==> src/rtl/pipe_stage_reg.sv <==
// pipe_stage_reg: handshaked pipeline-stage register carrying a data payload
// and a control payload between two pipeline stages.
//
// Build option: define PIPE_SKID_EN for a two-entry skid buffer with a
// registered in_ready. Leave it undefined for a single-entry register with a
// combinational in_ready.
//
// Ports:
//   clk        rising-edge clock
//   rst_n      asynchronous active-low reset
//   flush      synchronous kill of held and incoming beats
//   in_valid   upstream beat valid
//   in_ready   stage can accept a beat
//   in_data    upstream data payload  [DATA_W]
//   in_ctrl    upstream control payload [CTRL_W]
//   out_valid  beat available downstream
//   out_ready  downstream accepts (low = stall)
//   out_data   head data payload [DATA_W]
//   out_ctrl   head control, or CTRL_RST when out_valid=0 [CTRL_W]
//   occupancy  number of entries held (0..1, or 0..2 with skid buffer)
module pipe_stage_reg #(
  parameter int unsigned        DATA_W   = 32,
  parameter int unsigned        CTRL_W   = 16,
  parameter logic [CTRL_W-1:0]  CTRL_RST = '0,
  parameter bit                 DATA_CLR = 1'b0
) (
  input  logic              clk,
  input  logic              rst_n,
  input  logic              flush,
  input  logic              in_valid,
  output logic              in_ready,
  input  logic [DATA_W-1:0] in_data,
  input  logic [CTRL_W-1:0] in_ctrl,
  output logic              out_valid,
  input  logic              out_ready,
  output logic [DATA_W-1:0] out_data,
  output logic [CTRL_W-1:0] out_ctrl,
  output logic [1:0]        occupancy
);

  logic              in_xfer;
  logic              out_xfer;
  logic [DATA_W-1:0] head_data;
  logic [CTRL_W-1:0] head_ctrl;

  assign in_xfer  = in_valid && in_ready;
  assign out_xfer = out_valid && out_ready;
  assign out_data = head_data;

  // Bubbles present the safe control value so no write can leak downstream.
  assign out_ctrl = out_valid ? head_ctrl : CTRL_RST;

`ifdef PIPE_SKID_EN

  // Encoding doubles as the entry count.
  typedef enum logic [1:0] {
    S_EMPTY = 2'd0,
    S_ONE   = 2'd1,
    S_TWO   = 2'd2
  } state_t;

  state_t            state_q;
  state_t            state_d;
  logic              load_head_in;
  logic              load_head_skid;
  logic              load_skid;
  logic [DATA_W-1:0] skid_data;
  logic [CTRL_W-1:0] skid_ctrl;

  // State register plus the registered handshake/status outputs derived
  // from the next state, so in_ready never sees out_ready combinationally.
  always_ff @(posedge clk or negedge rst_n) begin
    if (!rst_n) begin
      state_q   <= S_EMPTY;
      in_ready  <= 1'b1;
      out_valid <= 1'b0;
      occupancy <= 2'd0;
    end else begin
      state_q   <= state_d;
      in_ready  <= (state_d != S_TWO);
      out_valid <= (state_d != S_EMPTY);
      occupancy <= 2'(state_d);
    end
  end

  // Next-state and storage-load decode; flush overrides everything.
  always_comb begin
    state_d        = state_q;
    load_head_in   = 1'b0;
    load_head_skid = 1'b0;
    load_skid      = 1'b0;
    if (flush) begin
      state_d = S_EMPTY;
    end else begin
      case (state_q)
        S_EMPTY: begin
          if (in_xfer) begin
            state_d      = S_ONE;
            load_head_in = 1'b1;
          end
        end
        S_ONE: begin
          if (in_xfer && out_xfer) begin
            load_head_in = 1'b1;
          end else if (in_xfer) begin
            state_d   = S_TWO;
            load_skid = 1'b1;
          end else if (out_xfer) begin
            state_d = S_EMPTY;
          end
        end
        S_TWO: begin
          if (out_xfer) begin
            state_d        = S_ONE;
            load_head_skid = 1'b1;
          end
        end
        default: state_d = S_EMPTY;
      endcase
    end
  end

  // Payload storage for head and skid entries.
  always_ff @(posedge clk or negedge rst_n) begin
    if (!rst_n) begin
      head_data <= '0;
      skid_data <= '0;
      head_ctrl <= CTRL_RST;
      skid_ctrl <= CTRL_RST;
    end else if (flush) begin
      if (DATA_CLR) begin
        head_data <= '0;
        skid_data <= '0;
      end
      head_ctrl <= CTRL_RST;
      skid_ctrl <= CTRL_RST;
    end else begin
      if (load_head_in) begin
        head_data <= in_data;
        head_ctrl <= in_ctrl;
      end else if (load_head_skid) begin
        head_data <= skid_data;
        head_ctrl <= skid_ctrl;
      end
      if (load_skid) begin
        skid_data <= in_data;
        skid_ctrl <= in_ctrl;
      end
    end
  end

`else

  logic valid_d;

  // Single entry: accept when empty or when the head leaves this cycle.
  assign in_ready = !out_valid || out_ready;

  // Next valid; flush discards any incoming beat.
  always_comb begin
    valid_d = out_valid;
    if (flush) begin
      valid_d = 1'b0;
    end else if (in_xfer) begin
      valid_d = 1'b1;
    end else if (out_xfer) begin
      valid_d = 1'b0;
    end
  end

  // Valid/occupancy registers.
  always_ff @(posedge clk or negedge rst_n) begin
    if (!rst_n) begin
      out_valid <= 1'b0;
      occupancy <= 2'd0;
    end else begin
      out_valid <= valid_d;
      occupancy <= {1'b0, valid_d};
    end
  end

  // Payload storage.
  always_ff @(posedge clk or negedge rst_n) begin
    if (!rst_n) begin
      head_data <= '0;
      head_ctrl <= CTRL_RST;
    end else if (flush) begin
      if (DATA_CLR) begin
        head_data <= '0;
      end
      head_ctrl <= CTRL_RST;
    end else if (in_xfer) begin
      head_data <= in_data;
      head_ctrl <= in_ctrl;
    end
  end

`endif

endmodule

==> config.mk <==
export PLATFORM = sky130hd
export DESIGN_NAME = pipe_stage_reg
export DESIGN_NICKNAME = d
export VERILOG_FILES = /design/src/rtl/pipe_stage_reg.sv
export SDC_FILE = /design/constraint.sdc
export NUM_CORES = 1
export LEC_CHECK = 0
export BUFFER_PORTS_ARGS = -buffer_cell sky130_fd_sc_hd__buf_2
export CORE_ASPECT_RATIO = 0.5
export CORE_MARGIN = 10
export CORE_UTILIZATION = 30
export CTS_BUF_LIST = sky130_fd_sc_hd__clkbuf_4 sky130_fd_sc_hd__clkbuf_8
export CTS_CLUSTER_DIAMETER = 80
export CTS_CLUSTER_SIZE = 16
export DETAILED_ROUTE_END_ITERATION = 7
export PLACE_DENSITY_LB_ADDON = 0.15
export SETUP_SLACK_MARGIN = 0.2
export SYNTH_ARGS = -nofsm -noshare
export SYNTH_HDL_FRONTEND = slang
export SYNTH_SLANG_ARGS = --single-unit
==> constraint.sdc <==
create_clock -name clk -period 4.5 [get_ports clk]
set_input_delay 0.225 -clock clk [delete_from_list [all_inputs] [get_ports clk]]
set_output_delay 0.225 -clock clk [all_outputs]
set_load 0.02 [all_outputs]
# ---- Word-level counts from Yosys, hierarchy flattened
# Cells that the tools add are included.
# Widths: inputs -> output; s select.
dict set report totals {
  mem_bits_rw 0
  input_bits 53
  wordCells 17
  out_inout_bits 52
  n_memories 0
  rom_bits 0
  latchBits 0
  register_bits 49
}
dict set report op_classes {
  reduce_logical 7
  div_mod_pow 0
  addsub 0
  muxes 6
  shifts 0
  n_lt_le_gt_ge 0
  n_eq_ne 0
  n_mul 0
  n_bitwise 1
}
# operator n
set ops {}
lappend ops {{$mux 16} 3}
lappend ops {{$mux 1} 3}
lappend ops {{$reduce_bool 3->1} 1}
lappend ops {{$logic_and 1x1->1} 2}
lappend ops {{$reduce_and 2->1} 1}
lappend ops {{$reduce_bool 2->1} 1}
lappend ops {{$logic_not 1->1} 1}
lappend ops {{$logic_or 1x1->1} 1}
lappend ops {{$not 1->1} 1}

# ---- Longest topological paths before layout
dict set report logic_depth {
  depth_word 5
  mapped_depth 6
  depth_no_buf 4
}

# ---- Worst setup path before layout
# Ideal clock, no wire load.
dict set report synth_path {
  kind {register -> register}
  from {register, netlist name occupancy[0]}
  to {register head_data[10], in the netlist out_data[10]}
  stages_incl_launch_ff 6
  path_buffers 2
  slack_ps 2839
  period_less_slack_ps 1661
  arrival_time_ps 1536
  setup_ps 125
  required_ps 4375
  cell_sequence {dfrtp_1 nor2b_1 buf_2 nor3_4 buf_6 mux2_2}
}
# element line_no
set synth_lines {}
lappend synth_lines {{end signal: assignment} 193} ;# head_data <= in_data;
lappend synth_lines {{end: declaration} 43} ;# logic [DATA_W-1:0] head_data;

==> reports/qor.yml <==
syn-instance-count: 165
finalCritPeriodShare_pct: 44.7
insertion_delay_ns: 0.30
cts_num_sinks: 49
cp.arrival_ns: 1.78
final_cells: 356
critPathKind: "register to output pin"
antenna_found_initial: 0
drive_gt1_share_pct: 54.9
synthDistinctLibCells: 17
finalHoldViolations: 0
min_period_ns: 2.01
ant_nets: 0
yosys_warnings: 0
dp_slack_ns: 2.49
place_inst: 348
boundaryPins: 105
drv_slew: 0
cp-start-kind: "register"
cts_hold_buf: 0
max_freq_mhz: 498
fin_worst_skew_ns: 0.00876
cts.path.max_buffers: 2
rows: 21
fp.coreArea_um2: 6670
worst_slack_ns: 2.49
wirelength_mm: 5.61
clk_pin_slew_worst_paths_ns: 0.10
cp-end-kind: "output pin"
port_buffers: 103
post_cts_buffers: 0
slew_headroom_pct: 26.2
cts_buffers: 5
drv_cap: 0
die_w_um: 137
finalSetupViolations: 0
grt_max_degree: 50
hp-class: "input pin to asynchronous set/reset pin"
drc: 0
grt_pass1_wl_mm: 8.78
fp.dieH_um: 78.5
syn2layout_area_growth_pct: 32.2
syn_area_um2: 2050
yosysSeqAreaShare_pct: 59.8
drt-wirelength-per-cell_um: 15.8
nets: 316
cts_max_level: 2
floorplan.initialDensity_pct: 30.7
die_area_um2: 10700
status: "finished, final reports clean"
p_per_area_nw_per_um2: 389
synth.avg_cell_area_um2: 12.4
rsz0062_at_grt: "false"
power.leakage_uw: 0.00134
cts_tree: "yes"
first_pass_iters: 4
drtIter0Drc: 104
track_usage_pct: 10.1
vias: 1614
required_ns: 4.28
ctsResizeCount: 0
antenna_cells: 0
grt_overflow_total: 0
crit_fanout: 19
synth-seq-cells: 49
vdd_ir_drop_max_mv: 0.131
syn_nets: 218
place.gp.congestion: 0.707
dp_hpwl_mm: 4.14
clock-root-buffer: "clkbuf_8"
vias_per_cell: 4.53
first_global_vias: 1671
setup-tns-final_ns: 0
tightestPinTransition_ns: 1.11
## metal layers
| layer | global-route usage (%) | vias to the layer above | wire (um) |
|---|---|---|---|
| met5 | 0 | - | 0 |
| met1 | 11.2 | 802 | 2180 |
| met2 | 17.6 | 48 | 2910 |
| met4 | 2.82 | 0 | 44 |
| met3 | 3.94 | 4 | 478 |
| li1 | - | 760 | - |
## where the power goes
group / switching [uW] / total, uW / internal, uW
Combinational: 144 / 246 / 101
Clock: 145 / 284 / 139
Sequential: 28.6 / 526 / 497
Total: 318 / 1060 / 738
## cells by family (layout without fill, tap and decap cells)
family,Yosys count,count (layout),share of synthesized area [%]
other,1,1,0.183
muxes,32,32,17.6
AOI/OAI and AO/OA,33,33,8.05
buffers and inverters,16,115,4.57
DFF,49,49,59.8
and+or+nand+nor,34,34,9.88
## critical path, cell delays in order (launching register included)
cell and delay [ns]:
dfrtp_1 0.57, nor2b_1 0.22, buf_4 0.19, inv_2 0.26, buf_2 0.24
## final cells by class
| cell class | count | area, um^2 |
|---|---|---|
| Fill cell | 696 | 3960 |
| Sequential cell | 49 | 1230 |
| Multi-Input combinational cell | 100 | 732 |
| Timing Repair Buffer | 105 | 531 |
| Tap cell | 92 | 115 |
| Clock buffer | 7 | 96.3 |
| Inverter | 2 | 7.51 |
| Clock inverter | 1 | 5.00 |
## layout by cell type, fill, tap and decap left out, drive strengths merged
master,n
nor2b,1
clkbuf,7
nor3,1
clkinv,1
buf,105
inv,2
a21oi,17
and2,16
mux2,32
dfrtp,49
o21ai,16
conb,1
nand3,16
## state kept, by name, summed over array words and instances (netlist names)
register   count
occupancy      1
out_data      32
head_ctrl     16
## worst paths after layout
path | cells after the start | slack, ns | startpoint | end
worst min register to register | 1 | 0.51 | out_data[30]$_DFFE_PN0P_ | out_data[30]$_DFFE_PN0P_
max in group asynchronous | 1 | 3.69 | rst_n | head_ctrl[11]$_DFFE_PN0P_
worst min-delay path | 1 | 0.13 | rst_n | head_ctrl[3]$_DFFE_PN0P_
min in group clk | 2 | 0.15 | in_data[8] | out_data[8]$_DFFE_PN0P_
worst max-delay path | 4 | 2.49 | occupancy[0]$_DFFE_PN0P_ | in_ready
worst max register to register | 5 | 2.50 | occupancy[0]$_DFFE_PN0P_ | out_data[19]$_DFFE_PN0P_
## cell usage after synthesis
cell       n  share of area [%]
a21oi_1   17                4.1
and2_1    16                4.9
buf_1      1               0.18
buf_2      3               0.73
buf_4      2               0.73
buf_6      3                1.6
clkbuf_1   5               0.91
conb_1     1               0.18
dfrtp_1   49                 60
inv_1      1               0.18
inv_2      1               0.18
mux2_1     2                1.1
mux2_2    30                 16
nand3_1   16                3.9
nor2b_1    1               0.31
nor3_4     1               0.79
o21ai_0   16                3.9
## stage by stage
| step | utilization, % | hold slack, ns | instance area (um^2) | total power [uW] |
|---|---|---|---|---|
| after floorplan | - | -0.0706 | 2050 | 682 |
| final | 40.6 | 0.126 | 2710 | 1060 |
| after global placement | 39.1 | 0.444 | 2610 | 781 |
| after detailed placement | 39.1 | 0.445 | 2610 | 786 |
| after CTS | 40.6 | 0.141 | 2710 | 1070 |
| after global routing | 40.6 | 0.139 | 2710 | 1110 |
(Power assumes the default switching activity.)
